<file path="config.mk">
export PLATFORM = sky130hd
export DESIGN_NAME = compare_serial_n_flat
export DESIGN_NICKNAME = d
export VERILOG_FILES = /design/src/rtl/compare_serial_n_if.sv /design/src/rtl/compare_serial_n.sv /design/src/flat_wrapper.sv
export SDC_FILE = /design/constraint.sdc
export NUM_CORES = 1
export LEC_CHECK = 0
export BUFFER_PORTS_ARGS = -buffer_cell sky130_fd_sc_hd__buf_4
export CAP_MARGIN = 10
export CORE_ASPECT_RATIO = 0.75
export CORE_UTILIZATION = 29
export CTS_BUF_LIST = sky130_fd_sc_hd__clkbuf_8
export DETAILED_ROUTE_END_ITERATION = 7
export GPL_TIMING_DRIVEN = 0
export PLACE_DENSITY = 0.49
export SYNTH_ARGS = -nofsm -noshare
export SYNTH_HDL_FRONTEND = slang
export SYNTH_SLANG_ARGS = --single-unit
export TNS_END_PERCENT = 1
</file>
<file path="constraint.sdc">
create_clock -name clk -period 2.9 [get_ports clk]
set_clock_uncertainty 0.1 [all_clocks]
set_input_delay 0.29 -clock clk [delete_from_list [all_inputs] [get_ports clk]]
set_output_delay 0.29 -clock clk [all_outputs]
set_load 0.1 [all_outputs]
</file>
<file path="src/rtl/compare_serial_n_if.sv">
// Handshake and operand bundle for the serial magnitude comparator.
// The master side issues compares and the slave side (the comparator) returns status and result flags.
interface compare_serial_n_if #(
  parameter int WIDTH = 16
);
  logic             start;
  logic             signed_mode;
  logic [WIDTH-1:0] a;
  logic [WIDTH-1:0] b;
  logic             busy;
  logic             done;
  logic             a_greater_b;
  logic             a_equal_b;
  logic             a_less_b;

  modport master (
    output start, signed_mode, a, b,
    input  busy, done, a_greater_b, a_equal_b, a_less_b
  );

  modport slave (
    input  start, signed_mode, a, b,
    output busy, done, a_greater_b, a_equal_b, a_less_b
  );
endinterface

</file>
<file path="src/rtl/compare_serial_n.sv">
// Multi-cycle magnitude comparator that scans CHUNK bits per cycle from the MSB end.
// It stops at the first differing chunk and supports unsigned or two's-complement compares.
module compare_serial_n #(
  parameter int WIDTH = 16,
  parameter int CHUNK = 4
) (
  input  logic               clk,
  input  logic               rst_n,
  compare_serial_n_if.slave  bus
);
  localparam int NCHUNK = WIDTH / CHUNK;
  localparam int KW     = (NCHUNK > 1) ? $clog2(NCHUNK) : 1;
  localparam logic [KW-1:0] K_TOP = KW'(NCHUNK - 1);

  typedef enum logic [1:0] {
    IDLE = 2'd0,
    SCAN = 2'd1,
    DONE = 2'd2
  } state_t;

  // Flipping the sign bit maps two's-complement onto offset binary, so one unsigned datapath serves both modes.
  function automatic logic [WIDTH-1:0] bias_operand(input logic [WIDTH-1:0] v, input logic sm);
    logic [WIDTH-1:0] r;
    r = v;
    r[WIDTH-1] = v[WIDTH-1] ^ sm;
    return r;
  endfunction

  state_t           state_r, state_n;
  logic [KW-1:0]    k_r, k_n;
  logic [WIDTH-1:0] a_r, a_n, b_r, b_n;
  logic             gt_r, gt_n, eq_r, eq_n, lt_r, lt_n;
  logic             busy_r, done_r;
  logic [CHUNK-1:0] chunk_a_s, chunk_b_s;

  // Next-state, chunk index, operand capture and result flag logic.
  always_comb begin
    state_n   = state_r;
    k_n       = k_r;
    a_n       = a_r;
    b_n       = b_r;
    gt_n      = gt_r;
    eq_n      = eq_r;
    lt_n      = lt_r;
    chunk_a_s = a_r[k_r*CHUNK +: CHUNK];
    chunk_b_s = b_r[k_r*CHUNK +: CHUNK];
    case (state_r)
      IDLE, DONE: begin
        if (bus.start) begin
          state_n = SCAN;
          k_n     = K_TOP;
          a_n     = bias_operand(bus.a, bus.signed_mode);
          b_n     = bias_operand(bus.b, bus.signed_mode);
          gt_n    = 1'b0;
          eq_n    = 1'b0;
          lt_n    = 1'b0;
        end else begin
          state_n = IDLE;
        end
      end
      SCAN: begin
        if (chunk_a_s != chunk_b_s) begin
          gt_n    = (chunk_a_s > chunk_b_s);
          lt_n    = (chunk_a_s < chunk_b_s);
          state_n = DONE;
        end else if (k_r == {KW{1'b0}}) begin
          eq_n    = 1'b1;
          state_n = DONE;
        end else begin
          k_n     = k_r - {{(KW-1){1'b0}}, 1'b1};
        end
      end
      default: begin
        state_n = IDLE;
      end
    endcase
  end

  // State and datapath registers; busy/done are registered from the next state so outputs stay glitch-free.
  always_ff @(posedge clk) begin
    if (!rst_n) begin
      state_r <= IDLE;
      k_r     <= {KW{1'b0}};
      a_r     <= {WIDTH{1'b0}};
      b_r     <= {WIDTH{1'b0}};
      gt_r    <= 1'b0;
      eq_r    <= 1'b0;
      lt_r    <= 1'b0;
      busy_r  <= 1'b0;
      done_r  <= 1'b0;
    end else begin
      state_r <= state_n;
      k_r     <= k_n;
      a_r     <= a_n;
      b_r     <= b_n;
      gt_r    <= gt_n;
      eq_r    <= eq_n;
      lt_r    <= lt_n;
      busy_r  <= (state_n == SCAN);
      done_r  <= (state_n == DONE);
    end
  end

  assign bus.busy        = busy_r;
  assign bus.done        = done_r;
  assign bus.a_greater_b = gt_r;
  assign bus.a_equal_b   = eq_r;
  assign bus.a_less_b    = lt_r;
endmodule

</file>
<file path="src/flat_wrapper.sv">
// flat-port wrapper written by rule: the top's interface ports become plain ports
module compare_serial_n_flat 
#(
  parameter int WIDTH = 16,
  parameter int CHUNK = 4
)
  (clk, rst_n, bus_start, bus_signed_mode, bus_a, bus_b, bus_busy, bus_done, bus_a_greater_b, bus_a_equal_b, bus_a_less_b);
  compare_serial_n_if #(.WIDTH(WIDTH)) bus_i ();
  input  logic clk;
  input  logic rst_n;
  input wire logic [$bits(bus_i.start)-1:0] bus_start;
  input wire logic [$bits(bus_i.signed_mode)-1:0] bus_signed_mode;
  input wire logic [$bits(bus_i.a)-1:0] bus_a;
  input wire logic [$bits(bus_i.b)-1:0] bus_b;
  output wire logic [$bits(bus_i.busy)-1:0] bus_busy;
  output wire logic [$bits(bus_i.done)-1:0] bus_done;
  output wire logic [$bits(bus_i.a_greater_b)-1:0] bus_a_greater_b;
  output wire logic [$bits(bus_i.a_equal_b)-1:0] bus_a_equal_b;
  output wire logic [$bits(bus_i.a_less_b)-1:0] bus_a_less_b;
  assign bus_i.start = bus_start;
  assign bus_i.signed_mode = bus_signed_mode;
  assign bus_i.a = bus_a;
  assign bus_i.b = bus_b;
  assign bus_busy = bus_i.busy;
  assign bus_done = bus_i.done;
  assign bus_a_greater_b = bus_i.a_greater_b;
  assign bus_a_equal_b = bus_i.a_equal_b;
  assign bus_a_less_b = bus_i.a_less_b;
  compare_serial_n #(.WIDTH(WIDTH), .CHUNK(CHUNK)) u_core (.clk(clk), .rst_n(rst_n), .bus(bus_i));
endmodule
</file>
==> results of run 1 <==
-- stage by stage --
step / util, % / instance area (µm²)
floorplan: - / 1846
global placement: 37.42 / 2236
detailed placement: 37.42 / 2236
CTS: 38.76 / 2316
global route: 38.76 / 2316
finish: 38.76 / 2316
-- registers in the layout, summed over array words and instances (netlist names) --
name                    count
u_core.bus.a_less_b         1
u_core.bus.busy             1
u_core.state_r              2
u_core.b_r                 16
u_core.bus.a_equal_b        1
u_core.k_r                  2
u_core.a_r                 16
u_core.bus.a_greater_b      1
u_core.bus.done             1
-- cells by family (layout without fill, tap and decap cells) --
group                    after synthesis  count (layout)  share of synthesized area (%)
flip-flops                            41              41                          44.47
adder cells (fa/ha/maj)                5               5                          3.390
AO/OA/AOI/OAI                         42              42                          15.19
AND/OR/NAND/NOR                       80              80                          19.59
buffers and inverters                 23              70                          6.644
XOR/XNOR                               2               2                         0.9493
multiplexers                           8               8                          9.763
-- power by group --
group	switching (mW)	internal [mW]	total (mW)
Clock	0.188	0.161	0.349
Sequential	0.0190	0.602	0.621
Combinational	0.176	0.136	0.312
Total	0.383	0.899	1.28
-- worst paths after layout --
| check | to | slack (ps) | cells past startpoint |
|---|---|---|---|
| min reg2reg | u_core.b_r[6]$_SDFFE_PN0P_ | 350 | 2 |
| min | u_core.b_r[9]$_SDFFE_PN0P_ | 150 | 3 |
| max | u_core.k_r[0]$_SDFFE_PN0P_ | 540 | 7 |
| max reg2reg | u_core.k_r[0]$_SDFFE_PN0P_ | 540 | 7 |
-- critical path, cell delays in order (launching register included) --
cell and delay, ps:
sky130_fd_sc_hd__dfxtp_1 370, sky130_fd_sc_hd__buf_6 190, sky130_fd_sc_hd__mux4_2 530, sky130_fd_sc_hd__ha_1 370
sky130_fd_sc_hd__nand4_4 170, sky130_fd_sc_hd__nor3_4 260, sky130_fd_sc_hd__nor3_1 80, sky130_fd_sc_hd__a211oi_1 210
-- area by class of cell --
type / count / area, µm²
Sequential cell: 41 / 820.8
Tap cell: 78 / 97.59
Clock buffer: 5 / 68.82
Multi-Input combinational cell: 137 / 902.1
Timing Repair Buffer: 39 / 292.8
Clock inverter: 3 / 11.26
Fill cell: 626 / 3660
Inverter: 9 / 33.78
Buffer: 14 / 88.84
-- layout by cell type (no fill, tap or decap), drive strengths merged --
cell type  instances
o21a               2
nand2             62
nand2b             2
dfxtp             41
nor3               6
nand4              1
nor2               4
xnor2              2
o21ai              1
nand3              2
inv               12
mux4               8
clkbuf             9
a21boi            20
ha                 5
a21oi             13
a31o               1
o22ai              1
a211oi             4
buf               49
nor2b              3
-- metal layers --
layer,wire [µm],vias up
met2,1806,29
met4,35,0
li1,-,765
met3,212,4
met5,0,-
met1,2147,667
==> run summary, run 1 <==
status: complete, no violations
met1 layer usage reported by global route: 20.13%
count of cell types in the netlist: 26
top-area cell type share of the netlist area: 44.47%
Syn Area/Cell: 9.182 µm²
I/O Buffers: 39
register area share after synthesis: 44.47%
post-detailed-route via-to-cell ratio: 4.494
initial standard-cell utilization of the core: 30.88%
post-layout min period: 2364 ps
count of boundary I/O pins: 41
number of clock buffers inserted by TritonCTS: 5
total power draw: 1.282 mW
final critical-path share of the clock period: 81.51%
TritonCTS clock tree: built
Wirelength per Cell: 12.89 µm
Setup Buffers After CTS: 0
Post-Route Hold Slack: 145.2 ps
predominant post-synthesis flop cell: sky130_fd_sc_hd__dfxtp_1
synthesized flop and latch total: 41
P&R area growth vs syn: 25.49%
antenna violations before repair: 0
ranking of synthesized cells by area: sky130_fd_sc_hd__dfxtp_1, sky130_fd_sc_hd__nand2_1, sky130_fd_sc_hd__mux4_2
count of hold buffers inserted by post-cts repair: 0
clock transition at the registers of the reported paths: 80 ps
Sum Neg Setup Slack: 0 ps
worst slack, placed: 538.1 ps
Max Freq: 423.0 MHz
global-route usage over all layers: 14.26%
Max transition margin: 67.12%
Worst-Margin Slew: 488.0 ps
count of max-cap constraint violations: 0
worst vdd rail ir drop: 224.0 µV
number of global-route vias before repair: 1476
layout cells sized above 1: 26.61%
diodes inserted: 0
final number of max-transition violations: 0
list of most frequent post-synthesis cells: sky130_fd_sc_hd__nand2_1, sky130_fd_sc_hd__dfxtp_1, sky130_fd_sc_hd__a21boi_1
setup ws final: 536.2 ps
type of the worst setup path: reg -> reg
kind of start point of the critical path: flop
ys async rst share: 0%
Detailed Routing Iterations Pass 1: 4
number of sinks handled by clock tree synthesis: 41
via count of the routed design: 1465
largest area contributor in the netlist: sky130_fd_sc_hd__dfxtp_1
cell count after placement: 318
final hold violation count: 0
count of flip-flops with a built-in enable after synthesis: 0
root buffer selected by CTS: sky130_fd_sc_hd__clkbuf_8
total number of nets in the final design: 288
critical path data arrival time: 2460 ps
standard-cell rows: 24
Setup crit end kind: flop
launch point of the critical path: u_core.k_r[0]$_SDFFE_PN0P_
Setup Viol. Count Final: 0
horizontal die dimension: 94.12 µm
Yosys Warn Count: 0
wire length of the first global-routing pass: 7093 µm
Leak Pwr: 0.9567 nW
power density cells: 553.5 nW/µm²
violation count after the first detailed-routing iteration: 39
number of instances in the synthesized netlist: 201
Synth Cell Area: 1846 µm²
total number of H-tree levels: 2
met3 global-route usage: 4.086%
clock latency on the worst-skew pair: 280 ps
met2 usage: 21.17%
weighted congestion at the end of routability-driven global placement: 0.7110
number of nets produced by synthesis: 242
hold path startpoint: bus_b[9]
busiest layer in global routing: met2
number of standard cells in the layout, taps in and fillers out: 326
die outline area: 6690 µm²
estimated wirelength of the detail-placed design: 3113 µm
total detailed-routing wirelength: 4202 µm
biggest fanout along the worst timing path: 10
global route overflow: 0
cell with the most instances after synthesis: sky130_fd_sc_hd__nand2_1
number of nets with antenna violations after routing: 0
r2r startpoint: u_core.k_r[0]$_SDFFE_PN0P_
critical path required time: 3000 ps
RSZ-0062 raised after global routing: no
pin count of the biggest net entering global routing: 12
Placeable Area: 5976 µm²
DRC violation count after routing: 0
maximum root-to-sink buffer count: 2
type of the tightest min-delay check: in -> reg
Resize count post-CTS: 0
Die Y-Extent: 71.09 µm
No activity file was read; power rests on OpenSTA's default activity.
==> inputs of run 2 (changes only) <==
Settings changed: ABC_AREA set to 1, PLACE_DENSITY 0.49 to 0.51.
Clock period 2.9 ns to 2.1 ns, I/O delays scaled along.
==> run summary, run 2 <==
initial standard-cell utilization of the core: 30.93% (+0.042 points)
diodes inserted: 0 (unchanged)
die outline area: 6699 µm² (+0.13%)
synthesized flop and latch total: 41 (unchanged)
worst stage delay on the critical path: 320 ps (-210 ps)
xor-xnor portion of the synthesized cell area: 0.9479% (-0.0013 points)
root buffer selected by CTS: sky130_fd_sc_hd__clkbuf_8
Max transition margin: 75.05% (+7.9 points)
ranking of synthesized cells by area: sky130_fd_sc_hd__dfxtp_1, sky130_fd_sc_hd__nor2_1, sky130_fd_sc_hd__o21ai_0
Synth Cell Area: 1848 µm² (+0.14%)
worst vdd rail ir drop: 268.4 µV (+20%)
top-area cell type share of the netlist area: 44.41% (-0.060 points)
global-route usage over all layers: 14.70% (+0.44 points)
Worst-Margin Slew: 374.3 ps (-113.7 ps)
most common cell after layout, fill and taps aside: sky130_fd_sc_hd__nor2_1
main combinational cell family by area after synthesis: simple AND/OR/NAND/NOR gates
Setup crit end kind: flop
critical register-to-register path endpoint: u_core.k_r[1]$_SDFFE_PN0P_
largest registers in the final layout: u_core.a_r (16), u_core.b_r (16)
critical path cell sequence: buf_6 > inv_4 > buf_6 > o21ai_0 > o22ai_1 > ha_1 > nand2_2 > nor2_4 > nand3_2 > nand2_2 > nor2_1 > nor2_2
Leak Pwr: 1.053 nW (+10%)
Die Y-Extent: 71.14 µm (about the same)
count of flip-flops with a built-in enable after synthesis: 0 (unchanged)
horizontal die dimension: 94.18 µm (about the same)
DRC violation count after routing: 0 (unchanged)
maximum root-to-sink buffer count: 2 (unchanged)
via count of the routed design: 1680 (+15%)
type of the worst setup path: reg -> reg
Setup Viol. Count Final: 0 (unchanged)
Placeable Area: 5976 µm² (unchanged)
count of boundary I/O pins: 41 (unchanged)
pin count of the biggest net entering global routing: 13 (+1)
Wirelength per Cell: 12.43 µm (-3.6%)
register area share after synthesis: 44.41% (-0.060 points)
list of most frequent post-synthesis cells: sky130_fd_sc_hd__nor2_1, sky130_fd_sc_hd__o21ai_0, sky130_fd_sc_hd__dfxtp_1
Max Freq: 509.3 MHz (+20%)
total detailed-routing wirelength: 4599 µm (+9.4%)
Endpoint, Worst Hold: u_core.a_r[6]$_SDFFE_PN0P_
status: complete, no violations
number of global-route vias before repair: 1522 (+3.1%)
number of clock buffers inserted by TritonCTS: 5 (unchanged)
largest area contributor in the netlist: sky130_fd_sc_hd__dfxtp_1
Top Family by Delay on Critical Path: simple AND/OR/NAND/NOR gates
P&R area growth vs syn: 28.37%
I/O Buffers: 39 (unchanged)
combinational fraction of design power: 23.7% (-0.6 points)
antenna violations before repair: 0 (unchanged)
Sum Neg Setup Slack: 0 ps (unchanged)
setup ws final: 136.4 ps (-399.8 ps)
violation count after the first detailed-routing iteration: 65 (+67%)
worst slack, placed: 47.67 ps (-490.4 ps)
clock transition at the registers of the reported paths: 80 ps (about the same)
estimated wirelength of the detail-placed design: 3357 µm (+7.8%)
Yosys Warn Count: 0 (unchanged)
relative contribution of sequential cells to total power: 43.7% (-4.7 points)
standard-cell rows: 24 (unchanged)
adder-cell share of the synthesized area: 3.385% (-0.0046 points)
critical path required time: 2240 ps (-760 ps)
total number of nets in the final design: 332 (+15%)
layout cells sized above 1: 25.00% (-1.6 points)
worst r2r path cells: 12 (+5)
count of max-cap constraint violations: 0 (unchanged)
Clock Power Share: 32.6% (+5.4 points)
number of nets produced by synthesis: 286 (+18%)
slowest cell on the critical path: sky130_fd_sc_hd__dfxtp_1
biggest fanout along the worst timing path: 10 (unchanged)
number of sinks handled by clock tree synthesis: 41 (unchanged)
kind of start point of the critical path: flop
crit path buf inv count: 3 (+2)
final hold violation count: 0 (unchanged)
Detailed Routing Iterations Pass 1: 4 (unchanged)
weighted congestion at the end of routability-driven global placement: 0.7714 (+8.5%)
count of hold buffers inserted by post-cts repair: 0 (unchanged)
Sw Pwr: 0.5905 mW (+54%)
commonest cells after routing, fill and taps aside: sky130_fd_sc_hd__nor2_1, sky130_fd_sc_hd__o21ai_0, sky130_fd_sc_hd__buf_4, sky130_fd_sc_hd__dfxtp_1, sky130_fd_sc_hd__nand2_1
clock latency on the worst-skew pair: 300 ps (+20 ps)
ys async rst share: 0% (unchanged)
Syn Area/Cell: 7.543 µm² (-18%)
post-synthesis compound-gate area fraction: 19.43% (+4.2 points)
predominant post-synthesis flop cell: sky130_fd_sc_hd__dfxtp_1
final critical-path share of the clock period: 93.50% (+12 points)
number of nets with antenna violations after routing: 0 (unchanged)
type of the tightest min-delay check: in -> reg
design internal power: 1.415 mW (+57%)
Sw Ratio: 29.45% (-0.45 points)
hold depth: 3 (unchanged)
post-detailed-route via-to-cell ratio: 4.541 (+1.0%)
power density cells: 845.3 nW/µm² (+53%)
worst reg2reg setup slack: 140 ps (-400 ps)
r2r startpoint: u_core.k_r[0]$_SDFFE_PN0P_
number of instances in the synthesized netlist: 245 (+22%)
total number of H-tree levels: 2 (unchanged)
critical path data arrival time: 2100 ps (-360 ps)
TritonCTS clock tree: built
final number of max-transition violations: 0 (unchanged)
post-layout min period: 1964 ps (-400.2 ps)
multiplexer share of the synthesized area: 0% (-9.8 points)
wire length of the first global-routing pass: 7383 µm (+4.1%)
cell with the most instances after synthesis: sky130_fd_sc_hd__nor2_1
simple-gate share of the synthesized area: 23.36% (+3.8 points)
global route overflow: 0 (unchanged)
count of cell types in the netlist: 26 (unchanged)
hold path startpoint: bus_a[6]
-- run 2: changes by cell type after synthesis, sizes merged, moves of 3 or more --
cell    previous run  this run
o22a               0         4
nor3               6         0
o21ai              1        50
mux4               8         0
a211oi             4         0
nor2b              3         0
nand2             62        15
a21oi             13         9
o22ai              1         4
nor2               4        84
a21boi            20         0
inv                9        13
-- run 2: worst max-delay path by stage --
| stage | startpoint | cells past startpoint | endpoint |
|---|---|---|---|
| after detailed placement | u_core.k_r[1]$_SDFFE_PN0P_ | 11 | u_core.k_r[1]$_SDFFE_PN0P_ |
| after global placement | u_core.k_r[1]$_SDFFE_PN0P_ | 11 | u_core.k_r[1]$_SDFFE_PN0P_ |
| after CTS | u_core.k_r[1]$_SDFFE_PN0P_ | 11 | u_core.k_r[1]$_SDFFE_PN0P_ |
| after global routing | u_core.k_r[0]$_SDFFE_PN0P_ | 12 | u_core.bus.a_less_b$_SDFFE_PN0P_ |
| final | u_core.k_r[0]$_SDFFE_PN0P_ | 12 | u_core.k_r[1]$_SDFFE_PN0P_ |
| after floorplan | u_core.k_r[0]$_SDFFE_PN0P_ | 12 | u_core.k_r[1]$_SDFFE_PN0P_ |
-- run 2: routing by layer --
metal	routed length [µm]	global-route usage, %	up-vias
met4	89	7.009	0
met1	2532	22.38	728
met3	315	4.301	7
met2	1661	18.28	50
li1	-	-	895
met5	0	0	-
-- run 2: area by class of cell --
cell class / instances / area [µm²]
timing repair buffer: 39 / 292.8
buffer: 14 / 102.6
inverter: 13 / 56.30
clock buffer: 6 / 82.58
multi-input combinational: 177 / 885.9
clock inverter: 2 / 33.78
tap: 78 / 97.59
fill: 638 / 3603
sequential: 41 / 820.8
-- run 2: through the flow --
stage	area (µm²)	power, mW	hold WS [ps]	std cells	utilization, %
floorplan	1848	1.214	256.1	245	-
global placement	2238	1.349	351.9	362	37.46
detailed placement	2238	1.352	358.8	362	37.46
CTS	2355	2.006	46.11	370	39.41
global route	2372	2.123	45.63	370	39.70
finish	2372	2.005	47.86	370	39.70
-- run 2: worst min-delay path, stage by stage --
cell                      delay, ps
sky130_fd_sc_hd__buf_4           80
sky130_fd_sc_hd__o21ai_1         60
sky130_fd_sc_hd__nor2_1          70
-- run 2: kinds of logic after synthesis --
group / Yosys count
adders and majority gates: 5
AOI/OAI and AO/OA: 67
and+or+nand+nor: 103
buffers and inverters: 27
DFF: 41
xor gates and xnor gates: 2
-- run 2: repair_timing --
| action | in CTS | in global routing |
|---|---|---|
| buffers inserted | 0 | 0 |
| setup endpoints to repair | 0 | 7 |
| gates resized for setup | 0 | 5 |
| hold endpoints to repair | 0 | 0 |
-- run 2: power by group through the flow --
| stage | sequential [mW] | clock [mW] | combinational [mW] |
|---|---|---|---|
| final | 0.875 | 0.654 | 0.475 |
| after floorplan | 0.928 | 0 | 0.287 |
| after detailed placement | 0.893 | 0 | 0.459 |
| after global routing | 0.882 | 0.709 | 0.531 |
| after global placement | 0.892 | 0 | 0.456 |
| after CTS | 0.875 | 0.670 | 0.461 |
